File: config.mk
export PLATFORM = sky130hd
export DESIGN_NAME = sprite_fetch
export DESIGN_NICKNAME = d
export VERILOG_FILES = /design/src/rtl/sprite_pkg.sv /design/src/rtl/sprite_addr_gen.sv /design/src/rtl/sprite_fetch.sv
export SDC_FILE = /design/constraint.sdc
export NUM_CORES = 1
export LEC_CHECK = 0
export ABC_AREA = 1
export CAP_MARGIN = 20
export CORE_MARGIN = 2
export CORE_UTILIZATION = 53
export CTS_CLUSTER_DIAMETER = 100
export DETAILED_ROUTE_END_ITERATION = 16
export GPL_TIMING_DRIVEN = 0
export HOLD_SLACK_MARGIN = 0.03
export PLACE_DENSITY = 0.8
export SLEW_MARGIN = 20
export SYNTH_ARGS = -nofsm -noshare
export SYNTH_HDL_FRONTEND = slang
export SYNTH_SLANG_ARGS = --single-unit
File: constraint.sdc
create_clock -name Clk -period 7.9 [get_ports Clk]
set_input_delay 1.185 -clock Clk [delete_from_list [all_inputs] [get_ports Clk]]
set_output_delay 1.185 -clock Clk [all_outputs]
set_load 0.02 [all_outputs]
File: src/rtl/sprite_pkg.sv
`default_nettype none
// ============================================================================
// Module      : sprite_pkg
// Description : Shared types and default constants for the sprite fetch
//               pipeline (sprite geometry, transparent key colour, widths).
// Revision    : 1.0  initial release
// ============================================================================
package sprite_pkg;

  // Default sprite geometry: 30 x 29 = 870 RAM words
  localparam int SPR_W_DEF = 30;
  localparam int SPR_H_DEF = 29;

  // Colour treated as transparent in the sprite image
  localparam logic [23:0] KEY_COLOR_DEF = 24'hFF00FF;

  typedef logic [9:0]  coord_t;
  typedef logic [14:0] addr_t;
  typedef logic [23:0] rgb_t;

endpackage : sprite_pkg
`default_nettype wire

File: src/rtl/sprite_addr_gen.sv
`default_nettype none
// ============================================================================
// Module      : sprite_addr_gen
// Description : Stage 1 of the sprite fetch pipeline. Tests whether the
//               current pixel lies inside the sprite box and registers the
//               sprite RAM address for it. Optional horizontal mirroring is
//               compiled in with macro SPRITE_FLIP_EN.
// Revision    : 1.0  initial release
// ============================================================================
module sprite_addr_gen
  import sprite_pkg::*;
#(
  parameter int SPR_W     = SPR_W_DEF,
  parameter int SPR_H     = SPR_H_DEF,
  parameter int BASE_ADDR = 0
) (
  input  logic   Clk,
  input  logic   Reset_n,
  input  logic   pix_valid,
  input  coord_t DrawX,
  input  coord_t DrawY,
  input  coord_t sx,
  input  coord_t sy,
`ifdef SPRITE_FLIP_EN
  input  logic   flip,
`endif
  output addr_t  read_address,
  output logic   s1_valid,
  output logic   s1_inbox
);

  logic [10:0] x_ext;
  logic [10:0] y_ext;
  logic [10:0] sx_ext;
  logic [10:0] sy_ext;
  logic [10:0] x_end;
  logic [10:0] y_end;
  logic [10:0] col_raw;
  logic [10:0] row_raw;
  logic        inbox;
  addr_t       col_idx;
  addr_t       addr_next;

  // Box test and address in 11-bit arithmetic so a sprite near x=1023 never wraps to x=0
  always_comb begin
    x_ext   = {1'b0, DrawX};
    y_ext   = {1'b0, DrawY};
    sx_ext  = {1'b0, sx};
    sy_ext  = {1'b0, sy};
    x_end   = sx_ext + 11'(SPR_W);
    y_end   = sy_ext + 11'(SPR_H);
    inbox   = (x_ext >= sx_ext) && (x_ext < x_end) &&
              (y_ext >= sy_ext) && (y_ext < y_end);
    col_raw = x_ext - sx_ext;
    row_raw = y_ext - sy_ext;
    col_idx = addr_t'(col_raw);
`ifdef SPRITE_FLIP_EN
    if (flip) begin
      col_idx = addr_t'(SPR_W - 1) - addr_t'(col_raw);
    end
`endif
    addr_next = addr_t'(BASE_ADDR) + addr_t'(row_raw) * addr_t'(SPR_W) + col_idx;
  end

  // Address only moves on in-box pixels, so it always stays inside the sprite image
  always_ff @(posedge Clk) begin
    if (!Reset_n) begin
      // Idle address is the first sprite word (0 with the default base)
      read_address <= addr_t'(BASE_ADDR);
      s1_valid     <= 1'b0;
      s1_inbox     <= 1'b0;
    end else begin
      s1_valid <= pix_valid;
      s1_inbox <= inbox;
      if (inbox) begin
        read_address <= addr_next;
      end
    end
  end

endmodule : sprite_addr_gen
`default_nettype wire

File: src/rtl/sprite_fetch.sv
`default_nettype none
// ============================================================================
// Module      : sprite_fetch
// Description : Three-stage sprite pixel fetch. Holds the per-frame shadow
//               position, drives a synchronous sprite RAM and produces the
//               sprite colour / coverage for each input pixel 3 cycles later.
//               Macro SPRITE_FLIP_EN adds the facing_left mirroring input.
// Revision    : 1.0  initial release
// ============================================================================
module sprite_fetch
  import sprite_pkg::*;
#(
  parameter int          SPR_W     = SPR_W_DEF,
  parameter int          SPR_H     = SPR_H_DEF,
  parameter int          BASE_ADDR = 0,
  parameter logic [23:0] KEY_COLOR = KEY_COLOR_DEF
) (
  input  logic   Clk,
  input  logic   Reset_n,
  input  logic   frame_start,
  input  logic   pix_valid,
  input  coord_t DrawX,
  input  coord_t DrawY,
  input  coord_t sprite_x,
  input  coord_t sprite_y,
`ifdef SPRITE_FLIP_EN
  input  logic   facing_left,
`endif
  output addr_t  read_address,
  input  rgb_t   ram_data,
  output rgb_t   pixel_rgb,
  output logic   pixel_on,
  output logic   out_valid
);

  coord_t shadow_x;
  coord_t shadow_y;
  logic   s1_valid;
  logic   s1_inbox;
  logic   s2_valid;
  logic   s2_inbox;
  logic   opaque;

`ifdef SPRITE_FLIP_EN
  logic   shadow_flip;

  // Facing direction latched once per frame together with the position
  always_ff @(posedge Clk) begin
    if (!Reset_n) begin
      shadow_flip <= 1'b0;
    end else if (frame_start) begin
      shadow_flip <= facing_left;
    end
  end
`endif

  // Position latched at vertical blank; a pixel in the same cycle still sees the old one
  always_ff @(posedge Clk) begin
    if (!Reset_n) begin
      shadow_x <= 10'h3FF;
      shadow_y <= 10'h3FF;
    end else if (frame_start) begin
      shadow_x <= sprite_x;
      shadow_y <= sprite_y;
    end
  end

  sprite_addr_gen #(
    .SPR_W     (SPR_W),
    .SPR_H     (SPR_H),
    .BASE_ADDR (BASE_ADDR)
  ) u_addr_gen (
    .Clk          (Clk),
    .Reset_n      (Reset_n),
    .pix_valid    (pix_valid),
    .DrawX        (DrawX),
    .DrawY        (DrawY),
    .sx           (shadow_x),
    .sy           (shadow_y),
`ifdef SPRITE_FLIP_EN
    .flip         (shadow_flip),
`endif
    .read_address (read_address),
    .s1_valid     (s1_valid),
    .s1_inbox     (s1_inbox)
  );

  // Stage 2: carry valid/in-box alongside the RAM access so they meet ram_data
  always_ff @(posedge Clk) begin
    if (!Reset_n) begin
      s2_valid <= 1'b0;
      s2_inbox <= 1'b0;
    end else begin
      s2_valid <= s1_valid;
      s2_inbox <= s1_inbox;
    end
  end

  // A covered pixel is drawn unless its RAM word is the transparent key
  always_comb begin
    opaque = s2_valid && s2_inbox && (ram_data != KEY_COLOR);
  end

  // Stage 3: register outputs; colour is forced to black when not drawn
  always_ff @(posedge Clk) begin
    if (!Reset_n) begin
      pixel_rgb <= '0;
      pixel_on  <= 1'b0;
      out_valid <= 1'b0;
    end else begin
      pixel_rgb <= opaque ? ram_data : '0;
      pixel_on  <= opaque;
      out_valid <= s2_valid;
    end
  end

endmodule : sprite_fetch
`default_nettype wire

==> metrics.yaml <==
tritoncts: "done"
drt_first_pass_iters: 4
initial_core_util_pct: 54.5
area_delta_synth_final_pct: 26.1
min_period_over_period_pct: 81.9
fin_area_um2: 7060
synth_ff_type: "dfxtp_1"
synth.top_cell.area_share_pct: 23.2
clock-root-buffer: "clkbuf_8"
crit_type: "input pin to flip-flop"
synthSimpleGateAreaFrac_pct: 23.6
tightest_slew_ns: 0.553
wirelength_um: 12700
cts.clk_slew.worst_paths_ns: 0.08
wl_per_cell_um: 11.9
hold_path_class: "flip-flop to flip-flop"
ys.warnings.count: 0
async_flop_share_pct: 0
cp_max_fo: 5
worstPathArrival_ns: 6.72
htreeDepth: 3
crit_top_cell: "nand2_1"
nFillCells: 911
powerDensity_nw_per_um2: 409
gp_congestion: 0.895
cts-resized-gates: 0
synthTopCellsByArea: "dfxtp_1, ha_1, inv_1"
placed_cell_area_um2: 6840
drtIter0Drc: 214
synth-seq-cells: 65
nets: 1083
io_pins: 109
cp.required_ns: 8.15
synth_area_um2: 5600
chipHeight_um: 107
post-place-cells: 1053
synthAdderAreaFrac_pct: 21.7
grt_pass1_vias: 4890
synth_top_family_by_area: "simple AND/OR/NAND/NOR gates"
hold_violations: 0
antenna_cells: 0
clock_sinks: 65
postRouteAntennaNets: 0
clock_path_buffers: 2
core_um2: 10300
synthMuxAreaShare_pct: 0
std_cell_rows: 37
status: "completed"
cp-start-kind: "input pin"
finalSetupTns_ns: 0
portBuffers: 107
gr-total-overflow: 0
cts_made_buffers: 9
setup_violations: 0
dp_hpwl_um: 10500
p_leak_nw: 3.79
maxCapViolCount: 0
grt_pass1_wl_um: 21800
syn_inst: 810
dieArea_um2: 11400
syn_avg_cell_area_um2: 6.91
hold_buffers: 0
yosysSeqAreaShare_pct: 23.2
drive_gt1_share_pct: 3.75
synth_area_leader_cell: "dfxtp_1"
slowest_stage: "fa_1"
postCtsSetupBuffers: 0
endpoint_kind: "flip-flop"
fin_util_pct: 68.7
num_vias: 5182
fmax_mhz: 155
synth_xor_area_share_pct: 8.25
insertion_delay_ns: 0.35
synthTopCellsByCount: "inv_1, nand2_1, nor2_1"
fin_crit_ns: 6.47
fp.dieW_um: 107
grt_max_degree: 13
reg2reg_slack_ns: 2.36
clock_skew_ns: 0.0149
irDropWorstVdd_uv: 366
finalNonFillerCells: 1069
antenna_found_initial: 0
syn-num-nets: 965
crit_path_max_incr_delay_ns: 0.50
slew_viol_final: 0
viasPerCell: 4.85
synth_compound_area_share_pct: 10.4
gr-usage-all-layers_pct: 23.3
synth_cell_type_count: 41
slew_headroom_pct: 63.1
rsz0062_at_grt: "false"
synth_edf_count: 0
drc: 0
[area by class of cell]
type / count / area, um^2 / share of cell area, %
clock buffers: 10 / 128 / 1.81
well taps: 136 / 170 / 2.41
plain buffers: 13 / 68.8 / 0.975
flip-flops and latches: 65 / 1300 / 18.4
repair buffers: 107 / 1070 / 15.2
multi-input cells: 560 / 3580 / 50.8
clock inverters: 6 / 91.3 / 1.29
inverters: 172 / 646 / 9.15
[metal layers]
metal	vias to the layer above	global-route usage (%)	wire, um
met5	-	0	0
met4	0	5.75	172
met3	15	3.89	459
met2	120	41.3	6200
met1	2289	29.3	5890
li1	2758	-	-
[state kept, by name (all words and copies together), names as in the netlist]
| name | cells |
|---|---|
| u_addr_gen.s1_inbox | 1 |
| pixel_rgb | 24 |
| s2_valid | 1 |
| shadow_x | 10 |
| s2_inbox | 1 |
| pixel_on | 1 |
| u_addr_gen.read_address | 15 |
| u_addr_gen.s1_valid | 1 |
| shadow_y | 10 |
| out_valid | 1 |
[report_power, final]
| part | internal (mW) | total, mW | switching [mW] | leakage (nW) |
|---|---|---|---|---|
| sequential | 0.339 | 0.347 | 0.00767 | 0.530 |
| combinational | 0.913 | 2.22 | 1.31 | 3.15 |
| clock | 0.179 | 0.316 | 0.137 | 0.111 |
[cell families (layout without fill, tap and decap cells)]
| family | Yosys count | in the layout |
|---|---|---|
| buf+inv | 185 | 308 |
| compound gates | 107 | 107 |
| fa+ha+maj | 87 | 87 |
| simple gates | 315 | 315 |
| xor+xnor | 51 | 51 |
| flops | 65 | 65 |
[stage by stage]
stage	setup WS, ns	power (mW)	hold slack (ns)
floorplan	2.09	2.17	0.390
global placement	1.14	2.53	0.397
detailed placement	1.10	2.56	0.404
CTS	1.45	2.89	0.420
global route	0.885	3.27	0.432
finish	1.43	2.89	0.416
[placed cells by master (no fill, tap or decap), types with 3 or more instances in the layout]
master           instances
a21boi_0                 3
a21oi_1                 57
clkbuf_1                 9
clkbuf_8                 9
clkdlybuf4s50_1        107
dfxtp_1                 65
fa_1                    17
ha_1                    70
inv_1                  169
inv_2                    3
nand2_1                169
nand3_1                 30
nand4_1                 14
nor2_1                  85
nor3_1                   5
o21ai_0                 29
o21ai_1                  4
o21bai_1                 3
xnor2_1                 16
xor2_1                  33
[worst paths after layout]
check,start,endpoint,cells after the start
worst max-delay path,DrawY[0],u_addr_gen.read_address[13]$_SDFFE_PN0P_,32
worst min-delay path,u_addr_gen.s1_inbox$_SDFF_PN0_,s2_inbox$_SDFF_PN0_,2
worst max register to register,shadow_y[0]$_SDFFE_PN1P_,u_addr_gen.read_address[13]$_SDFFE_PN0P_,30
worst min register to register,u_addr_gen.s1_inbox$_SDFF_PN0_,s2_inbox$_SDFF_PN0_,2
[critical path: cells and delay by family]
kind | cells | cell delay, ns
adder cells (fa/ha/maj) | 6 | 1.99
XOR/XNOR | 3 | 0.76
AO/OA/AOI/OAI | 7 | 1.24
buffers and inverters | 7 | 0.87
AND/OR/NAND/NOR | 9 | 0.65
Note: power is estimated with default switching activity, not from simulation.
